**config.mk**
```make
export PLATFORM = sky130hd
export DESIGN_NAME = pulse_mem_loader
export DESIGN_NICKNAME = d
export VERILOG_FILES = /design/src/rtl/pulse_mem_loader.sv
export SDC_FILE = /design/constraint.sdc
export NUM_CORES = 1
export LEC_CHECK = 0
export CORE_ASPECT_RATIO = 1.25
export CORE_MARGIN = 2
export CORE_UTILIZATION = 50
export CTS_BUF_LIST = sky130_fd_sc_hd__clkbuf_16
export CTS_CLUSTER_SIZE = 16
export DETAILED_ROUTE_END_ITERATION = 12
export GPL_TIMING_DRIVEN = 0
export PLACE_DENSITY = 0.85
export RECOVER_POWER = 25
export SYNTH_ARGS = -nofsm -noshare
export SYNTH_HDL_FRONTEND = slang
export SYNTH_SLANG_ARGS = --single-unit
```
**constraint.sdc**
```tcl
create_clock -name clk -period 3.4 [get_ports clk]
set_clock_uncertainty 0.2 [all_clocks]
set_input_delay 0.68 -clock clk [delete_from_list [all_inputs] [get_ports clk]]
set_output_delay 0.68 -clock clk [all_outputs]
set_load 0.05 [all_outputs]
```
**src/rtl/pulse_mem_loader.sv**
```systemverilog
// Write-side loader for the pulse memory: stages pulse fields from the
// config bus and commits the packed word to one slot or a wrapping burst.
module pulse_mem_loader #(
    parameter int DEPTH   = 32,
    parameter int FREQ_W  = 32,
    parameter int PHASE_W = 16,
    parameter int AMP_W   = 16,
    parameter int TLEN_W  = 16,
    parameter int ENV_W   = 8,
    parameter int ADDR_W  = $clog2(DEPTH),
    parameter int WORD_W  = FREQ_W + PHASE_W + AMP_W + TLEN_W + ENV_W
) (
    input  logic              clk,
    input  logic              rst_n,
    input  logic              cfg_valid,
    output logic              cfg_ready,
    input  logic [2:0]        cfg_addr,
    input  logic [31:0]       cfg_wdata,
    output logic              mem_we,
    input  logic              mem_wready,
    output logic [ADDR_W-1:0] mem_waddr,
    output logic [WORD_W-1:0] mem_wdata,
    output logic              done,
    output logic              busy,
    output logic              err,
    output logic [15:0]       commit_count
);

    localparam logic [2:0] A_FREQ   = 3'd0;
    localparam logic [2:0] A_PHASE  = 3'd1;
    localparam logic [2:0] A_AMP    = 3'd2;
    localparam logic [2:0] A_TLEN   = 3'd3;
    localparam logic [2:0] A_ENV    = 3'd4;
    localparam logic [2:0] A_COMMIT = 3'd5;
    localparam logic [2:0] A_CLEAR  = 3'd6;

    typedef enum logic {
        IDLE,
        WRITE
    } state_t;

    state_t             state;
    logic [FREQ_W-1:0]  freq_q;
    logic [PHASE_W-1:0] phase_q;
    logic [AMP_W-1:0]   amp_q;
    logic [TLEN_W-1:0]  tlen_q;
    logic [ENV_W-1:0]   env_q;
    logic [ADDR_W-1:0]  addr_q;
    logic [ADDR_W:0]    rem_q;
    logic               done_q;
    logic               err_q;
    logic [15:0]        cnt_q;

    assign cfg_ready    = (state == IDLE);
    assign busy         = (state == WRITE);
    assign mem_we       = (state == WRITE);
    assign mem_waddr    = addr_q;
    assign mem_wdata    = {env_q, tlen_q, amp_q, phase_q, freq_q};
    assign done         = done_q;
    assign err          = err_q;
    assign commit_count = cnt_q;

    always_ff @(posedge clk or negedge rst_n) begin
        if (!rst_n) begin
            state   <= IDLE;
            freq_q  <= '0;
            phase_q <= '0;
            amp_q   <= '0;
            tlen_q  <= '0;
            env_q   <= '0;
            addr_q  <= '0;
            rem_q   <= '0;
            done_q  <= 1'b0;
            err_q   <= 1'b0;
            cnt_q   <= '0;
        end else begin
            done_q <= 1'b0;
            unique case (state)
                IDLE: begin
                    if (cfg_valid) begin
                        unique case (1'b1)
                            (cfg_addr == A_FREQ):  freq_q  <= cfg_wdata[FREQ_W-1:0];
                            (cfg_addr == A_PHASE): phase_q <= cfg_wdata[PHASE_W-1:0];
                            (cfg_addr == A_AMP):   amp_q   <= cfg_wdata[AMP_W-1:0];
                            (cfg_addr == A_TLEN):  tlen_q  <= cfg_wdata[TLEN_W-1:0];
                            (cfg_addr == A_ENV):   env_q   <= cfg_wdata[ENV_W-1:0];
                            (cfg_addr == A_COMMIT): begin
                                addr_q <= cfg_wdata[ADDR_W-1:0];
                                rem_q  <= {1'b0, cfg_wdata[ADDR_W+7:8]}
                                          + (ADDR_W+1)'(1);
                                state  <= WRITE;
                            end
                            (cfg_addr == A_CLEAR): begin
                                freq_q  <= '0;
                                phase_q <= '0;
                                amp_q   <= '0;
                                tlen_q  <= '0;
                                env_q   <= '0;
                                err_q   <= 1'b0;
                            end
                            default: err_q <= 1'b1;
                        endcase
                    end
                end
                WRITE: begin
                    // Beat accepted: address wraps naturally at DEPTH
                    if (mem_wready) begin
                        addr_q <= addr_q + ADDR_W'(1);
                        rem_q  <= rem_q - (ADDR_W+1)'(1);
                        cnt_q  <= cnt_q + 16'd1;
                        if (rem_q == (ADDR_W+1)'(1)) begin
                            state  <= IDLE;
                            done_q <= 1'b1;
                        end
                    end
                end
                default: state <= IDLE;
            endcase
        end
    end

endmodule

```
==> impl_metrics.toml, run 1 <==
[critical_path]
cp.buffers_inverters = 2
crit_path_end_kind = "output port"
crit_slowest_cell = "clkdlybuf4s50_1"
crit_chain = "inv_1 > clkdlybuf4s50_1"
required_ns = 2.52
worstSetupStartpointType = "flop"
r2r-start = "busy$_DFF_PN0_"
cp_data_arrival_time_ns = 1.95
critPathMaxFanout = 9
cpPeakStageDelay_ns = 0.85
cp_top_family = "buffers and inverters"
crit_type = "flop to output port"
cp-startpoint = "busy$_DFF_PN0_"

[synth]
ys_types = 43
synth.area.mux_share = 0.0124
synth_area_um2 = 4940
syn_inst = 482
yosysSeqAreaShare = 0.597
syn_avg_cell_area_um2 = 10.3
synth_simple_gate_area_frac = 0.166
synth_compound_area_frac = 0.141
synth_top_family_by_area = "simple AND/OR/NAND/NOR gates"
synth_fp_nets = 526
ys_warn_count = 0
synth-seq-cells = 118
synth_fa_ha_area_frac = 0.0127
synth-xor-area-share = 0.0319

[power_and_ir_drop]
vdd_ir_drop_max_v = 0.000540
powerDensity_nw_per_um2 = 1190
p_comb_frac = 0.510
swShare = 0.470
power.share.clock = 0.203
seq_power_share = 0.287
power_leakage_nw = 3.25
internal_power_mw = 4.52
p_switching_mw = 4.01

[clock_tree]
cts_tree = "done"
numCtsBuffers = 17
clockBufferDepth = 2
clock-root-buffer = "clkbuf_16"
clock_latency_ns = 0.41
clock_sinks = 118
clk_pin_slew_ns = 0.05
cts.repair.resized = 0
cts_setup_buffers = 0
cts_hold_buf = 0
h-tree-depth = 4

[layout]
final_cell_count_no_fill = 788
n_antenna_cell = 0
area_growth_pct = 45.2
drive_gt1_frac = 0.113
fillerInstances = 670
final_nets = 694

[detailed_routing]
routed-wl-met2_mm = 7.27
drt_iter0_drc = 294
wl_per_cell_um = 17.8
via_per_inst = 5.54
ant_nets = 0
dr_wl_met3_mm = 1.01
routed.top_layer = "met4"
routed_wl_mm = 14.0
post-route-drc-count = 0
m1WireLength_mm = 5.12
via_count = 4363
first_pass_iters = 5

[placed_design]
place.gp.congestion = 0.866
dp_hpwl_mm = 10.0
port_buffers = 148
dp_cells = 757

[floorplanning]
die_w_um = 92.9
core_um2 = 9610
dieArea_um2 = 10700
die_h_um = 115
rows = 40
io-pin-count = 153
initial_core_util = 0.514

[global_route]
grt_max_degree = 74
grt_pass1_wl_mm = 22.6
grt_remaining_overflow = 0
grt_pass1_vias = 4557
track_usage = 0.279
antenna_found_initial = 0

[timing]
setup_tns_ns = 0
fmax_mhz = 353
rsz0062_at_grt = "no"
report.final.slew_viol_count = 0
min_period_over_period = 0.834
finalCriticalPeriod_ns = 2.83
worst_slew_pin_slew_ns = 1.19
setup_viol = 0
finalHoldViolCount = 0
relSlewSlack = 0.209

[job]
cap_violations = 0

[min_path]
hold_path_startpoint = "amp_q[5]$_DFFE_PN0P_"
hold_path.class = "flop to flop"

[status]
status = "finished, final reports clean"
[power groups by stage]
| stage | Sequential (mW) | Combinational (mW) | Clock (mW) |
|---|---|---|---|
| 6_report | 2.45 | 4.35 | 1.73 |
| 5_1_grt | 2.52 | 4.57 | 1.81 |
| 4_1_cts | 2.44 | 4.37 | 1.74 |
| 3_5_place_dp | 2.45 | 4.33 | 0 |
| 3_3_place_gp | 2.41 | 4.24 | 0 |
| 2_1_floorplan | 4.36 | 0.839 | 0 |
[synth_stat cells (all sizes together)]
cell | number | area, um2
nand2 | 146 | 548
dfrtp | 118 | 2950
o21ai | 99 | 589
buf | 15 | 128
xnor2 | 14 | 123
clkbuf | 11 | 41.3
nand3 | 10 | 50.1
inv | 6 | 22.5
nor2 | 6 | 22.5
ha | 5 | 62.6
mux2i | 5 | 50.1
nand4 | 4 | 25.0
nor2b | 4 | 32.5
xor2 | 4 | 35.0
a21oi | 3 | 15.0
nand3b | 3 | 22.5
nor4 | 3 | 18.8
a22oi | 2 | 15.0
a31oi | 2 | 12.5
and3 | 2 | 12.5
nor3 | 2 | 10.0
o221a | 2 | 22.5
or4 | 2 | 18.8
a21o | 1 | 7.51
a221o | 1 | 10.0
a222oi | 1 | 10.0
and2 | 1 | 6.26
and4 | 1 | 8.76
mux2 | 1 | 11.3
nand2b | 1 | 6.26
nor3b | 1 | 7.51
nor4b | 1 | 8.76
o221ai | 1 | 8.76
o31ai | 1 | 7.51
or2 | 1 | 6.26
or3 | 1 | 6.26
or3b | 1 | 8.76
[worst paths after layout]
check,endpoint,slack (ns),cells after the start
worst min register to register,amp_q[5]$_DFFE_PN0P_,0.28,2
worst max-delay path,cfg_ready,0.57,2
min in group asynchronous,commit_count[1]$_DFFE_PN0P_,0.31,1
worst min-delay path,amp_q[5]$_DFFE_PN0P_,0.28,2
worst max register to register,commit_count[10]$_DFFE_PN0P_,1.31,4
max in group asynchronous,phase_q[0]$_DFFE_PN0P_,1.75,2
[flip-flops by register name, summed over array words and instances, names as in the netlist]
signal / flops
freq_q: 32
amp_q: 16
commit_count: 16
phase_q: 16
tlen_q: 16
env_q: 8
rem_q: 6
mem_waddr: 5
busy: 1
done: 1
err: 1
[per-stage QoR]
| step | power, mW | hold slack (ns) | utilization | setup slack, ns | area (um2) |
|---|---|---|---|---|---|
| 3_5_place_dp | 6.78 | 0.265 | 0.688 | 0.645 | 6610 |
| 2_1_floorplan | 5.20 | 0.184 | - | 1.26 | 4940 |
| 6_report | 8.53 | 0.276 | 0.747 | 0.566 | 7180 |
| 4_1_cts | 8.55 | 0.100 | 0.747 | 0.546 | 7180 |
| 5_1_grt | 8.90 | 0.306 | 0.747 | 0.493 | 7180 |
| 3_3_place_gp | 6.65 | 0.262 | 0.685 | -2.85 | 6580 |
[final cells by class]
class                      count  area (um2)  share of cell area
clock buffer                  17         425              0.0593
clock inverter                14         146              0.0204
timing repair buffer         149        1500               0.210
buffer                        26         169              0.0235
tap                          126         158              0.0220
multi-input combinational    332        1800               0.251
sequential                   118        2950               0.411
inverter                       6        22.5             0.00314
[cell usage in the layout, fill, tap and decap left out, types with 4 or more instances in the layout]
master           count
buf_6                8
o21ai_0             66
mux2i_1              5
o21ai_1              8
nand3_1             10
ha_1                 5
clkbuf_16           17
nand4_1              4
clkbuf_1            11
buf_2                6
clkdlybuf4s50_1    147
xnor2_1             14
inv_1               10
nand2_1            146
dfrtp_1            118
o21ai_2             25
xor2_1               4
nor2_1               6
[per-layer routing]
layer  track usage  vias up
met5             0        -
met4         0.156        0
met3        0.0858       53
met2         0.470      197
met1         0.317     2141
li1              -     1972
[kinds of logic (layout without fill, tap and decap cells)]
kind of cell / Yosys count / after routing
xor+xnor: 18 / 18
simple gates: 190 / 190
buf+inv: 32 / 212
fa+ha+maj: 5 / 5
compound gates: 113 / 113
flops: 118 / 118
mux: 6 / 6
[tightest hold or removal path: cells and delay by family (launching register included)]
kind / cells / cell delay (ns)
simple gates: 1 / 0.05
compound gates: 1 / 0.06
flops: 1 / 0.34
Power figures use the tool's default switching activity.
==> run 2, diff against run 1 <==
- CORE_UTILIZATION: 50 -> 42
- PLACE_DENSITY: 0.85 -> 0.76
- clock period: 3.4 -> 2.38 ns (I/O delays scaled with it)
==> run 2 against run 1 <==
  * Worst hold slack lost 0.058 ns
  * Flip-flop and latch count unchanged
  * Clock power rose by 36%
  * Power is 40% higher
  * Largest cell class unchanged
  * Highest routed layer unchanged
==> impl_metrics.toml, run 2 (same netlist as run 1, synthesis figures left out) <==
[status]
status = "finished, final reports clean"

[placed_design]
place.gp.congestion = 0.836
port_buffers = 148
placed_area_um2 = 6630
dp_cells = 769
dp_hpwl_mm = 10.0

[timing]
relSlewSlack = 0.128
fmax_mhz = 429
hold_ws_ns = 0.218
finalCriticalPeriod_ns = 2.33
min_period_over_period = 0.980
finalHoldViolCount = 0
setup_viol = 0
worst_slew_pin_slew_ns = 1.31
rsz0062_at_grt = "no"
report.final.slew_viol_count = 0

[critical_path]
rr_worst_depth = 4
cp_data_arrival_time_ns = 1.66
reg2reg_to = "rem_q[2]$_DFFE_PN0P_"
cp-startpoint = "commit_count[5]$_DFFE_PN0P_"
crit_slowest_cell = "clkdlybuf4s50_1"
r2r-start = "busy$_DFF_PN0_"
worstSetupStartpointType = "flop"
crit_path_end_kind = "output port"
r2r_slack_ns = 0.29
crit_type = "flop to output port"
cp_top_family = "buffers and inverters"
critPathMaxFanout = 4
cp.buffers_inverters = 1
required_ns = 1.70
cpPeakStageDelay_ns = 0.83
cp-endpoint = "commit_count[5]"
crit_cells = 1
crit_chain = "clkdlybuf4s50_1"

[clock_tree]
clock_latency_ns = 0.41
cts_tree = "done"
numCtsBuffers = 17
h-tree-depth = 4
cts_setup_buffers = 0
clockBufferDepth = 2
clk_pin_slew_ns = 0.05
clock_sinks = 118
clock-root-buffer = "clkbuf_16"

[layout]
drive_gt1_frac = 0.120
final_cell_mix = "146 x nand2_1, 137 x clkdlybuf4s50_1, 118 x dfrtp_1"
n_antenna_cell = 0
top_register = "freq_q"
final_nets = 695
layout.cells.most_common = "nand2_1"
multiInputGateArea_um2 = 1800
fillerInstances = 952
area_growth_pct = 45.3
largest_reg_flops = 32
final_cell_count_no_fill = 802
stdcell_area_um2 = 7180
seqCellArea_um2 = 2950

[global_route]
grt_pass1_vias = 4269
antenna_found_initial = 0
grt_max_degree = 68
track_usage = 0.226
grt_pass1_wl_mm = 21.9
grt_remaining_overflow = 0

[floorplanning]
io-pin-count = 153
initial_core_util = 0.428
core_um2 = 11600
die_h_um = 125
rows = 44
dieArea_um2 = 12700
die_w_um = 101

[power_and_ir_drop]
p_total_mw = 12.0
power_leakage_nw = 3.30
powerDensity_nw_per_um2 = 1670
vdd_ir_drop_max_v = 0.000728

[detailed_routing]
first_pass_iters = 4
post-route-drc-count = 0
routed_wl_mm = 13.5
ant_nets = 0
via_count = 4202
wl_per_cell_um = 16.8
drt_iter0_drc = 281
via_per_inst = 5.24

[min_path]
hold_path.class = "input port to flop"
min_path_cells = 3
hold_path_startpoint = "mem_wready"

[job]
cap_violations = 0
[run 2: stage by stage]
step           setup TNS (ns)  worst slack (ns)  utilization
6_report                    0            0.0472        0.621
3_3_place_gp          -443.05             -3.76        0.571
4_1_cts                     0           0.00192        0.622
5_1_grt                     0           0.00640        0.621
2_1_floorplan               0             0.287            -
3_5_place_dp            -1.30            -0.136        0.573
[run 2: how the worst min path moves through the flow]
stage | end | slack, ns
finish | done$_DFF_PN0_ | 0.22
detailed placement | done$_DFF_PN0_ | 0.26
global route | done$_DFF_PN0_ | 0.23
CTS | done$_DFF_PN0_ | 0.21
floorplan | amp_q[0]$_DFFE_PN0P_ | -0.02
global placement | env_q[3]$_DFFE_PN0P_ | 0.26
[run 2: layer usage]
metal  routed length, um  GRT usage  vias up
met4                 432      0.103        0
met3                 807     0.0676       28
met5                   0          0        -
li1                    -          -     1972
met2                6890      0.375      157
met1                5330      0.270     2045
[run 2: area by class of cell]
cell class                      instances  area share
Tap cell                              138      0.0240
Buffer                                 26      0.0235
Timing Repair Buffer                  150       0.210
Multi-Input combinational cell        332       0.251
Clock buffer                           17      0.0592
Clock inverter                         15      0.0181
Sequential cell                       118       0.411
Inverter                                6     0.00314
[run 2: where the power goes]
| group | total (mW) | internal [mW] | switching (mW) | leakage (nW) |
|---|---|---|---|---|
| Clock | 2.36 | 1.43 | 0.931 | 0.261 |
| Sequential | 3.48 | 2.87 | 0.613 | 1.50 |
| Combinational | 6.13 | 1.95 | 4.17 | 1.54 |
[run 2: repair_timing]
action,CTS,global route
endpoints found under the setup margin,5,6
resized for setup,5,7
hold buffers,1,0
pin swaps,0,0
hold endpoints to repair,51,0
[run 2: tightest hold or removal path, stage by stage]
cell and delay [ns]:
buf_2 0.16, nand2_1 0.10, nor4_1 0.05
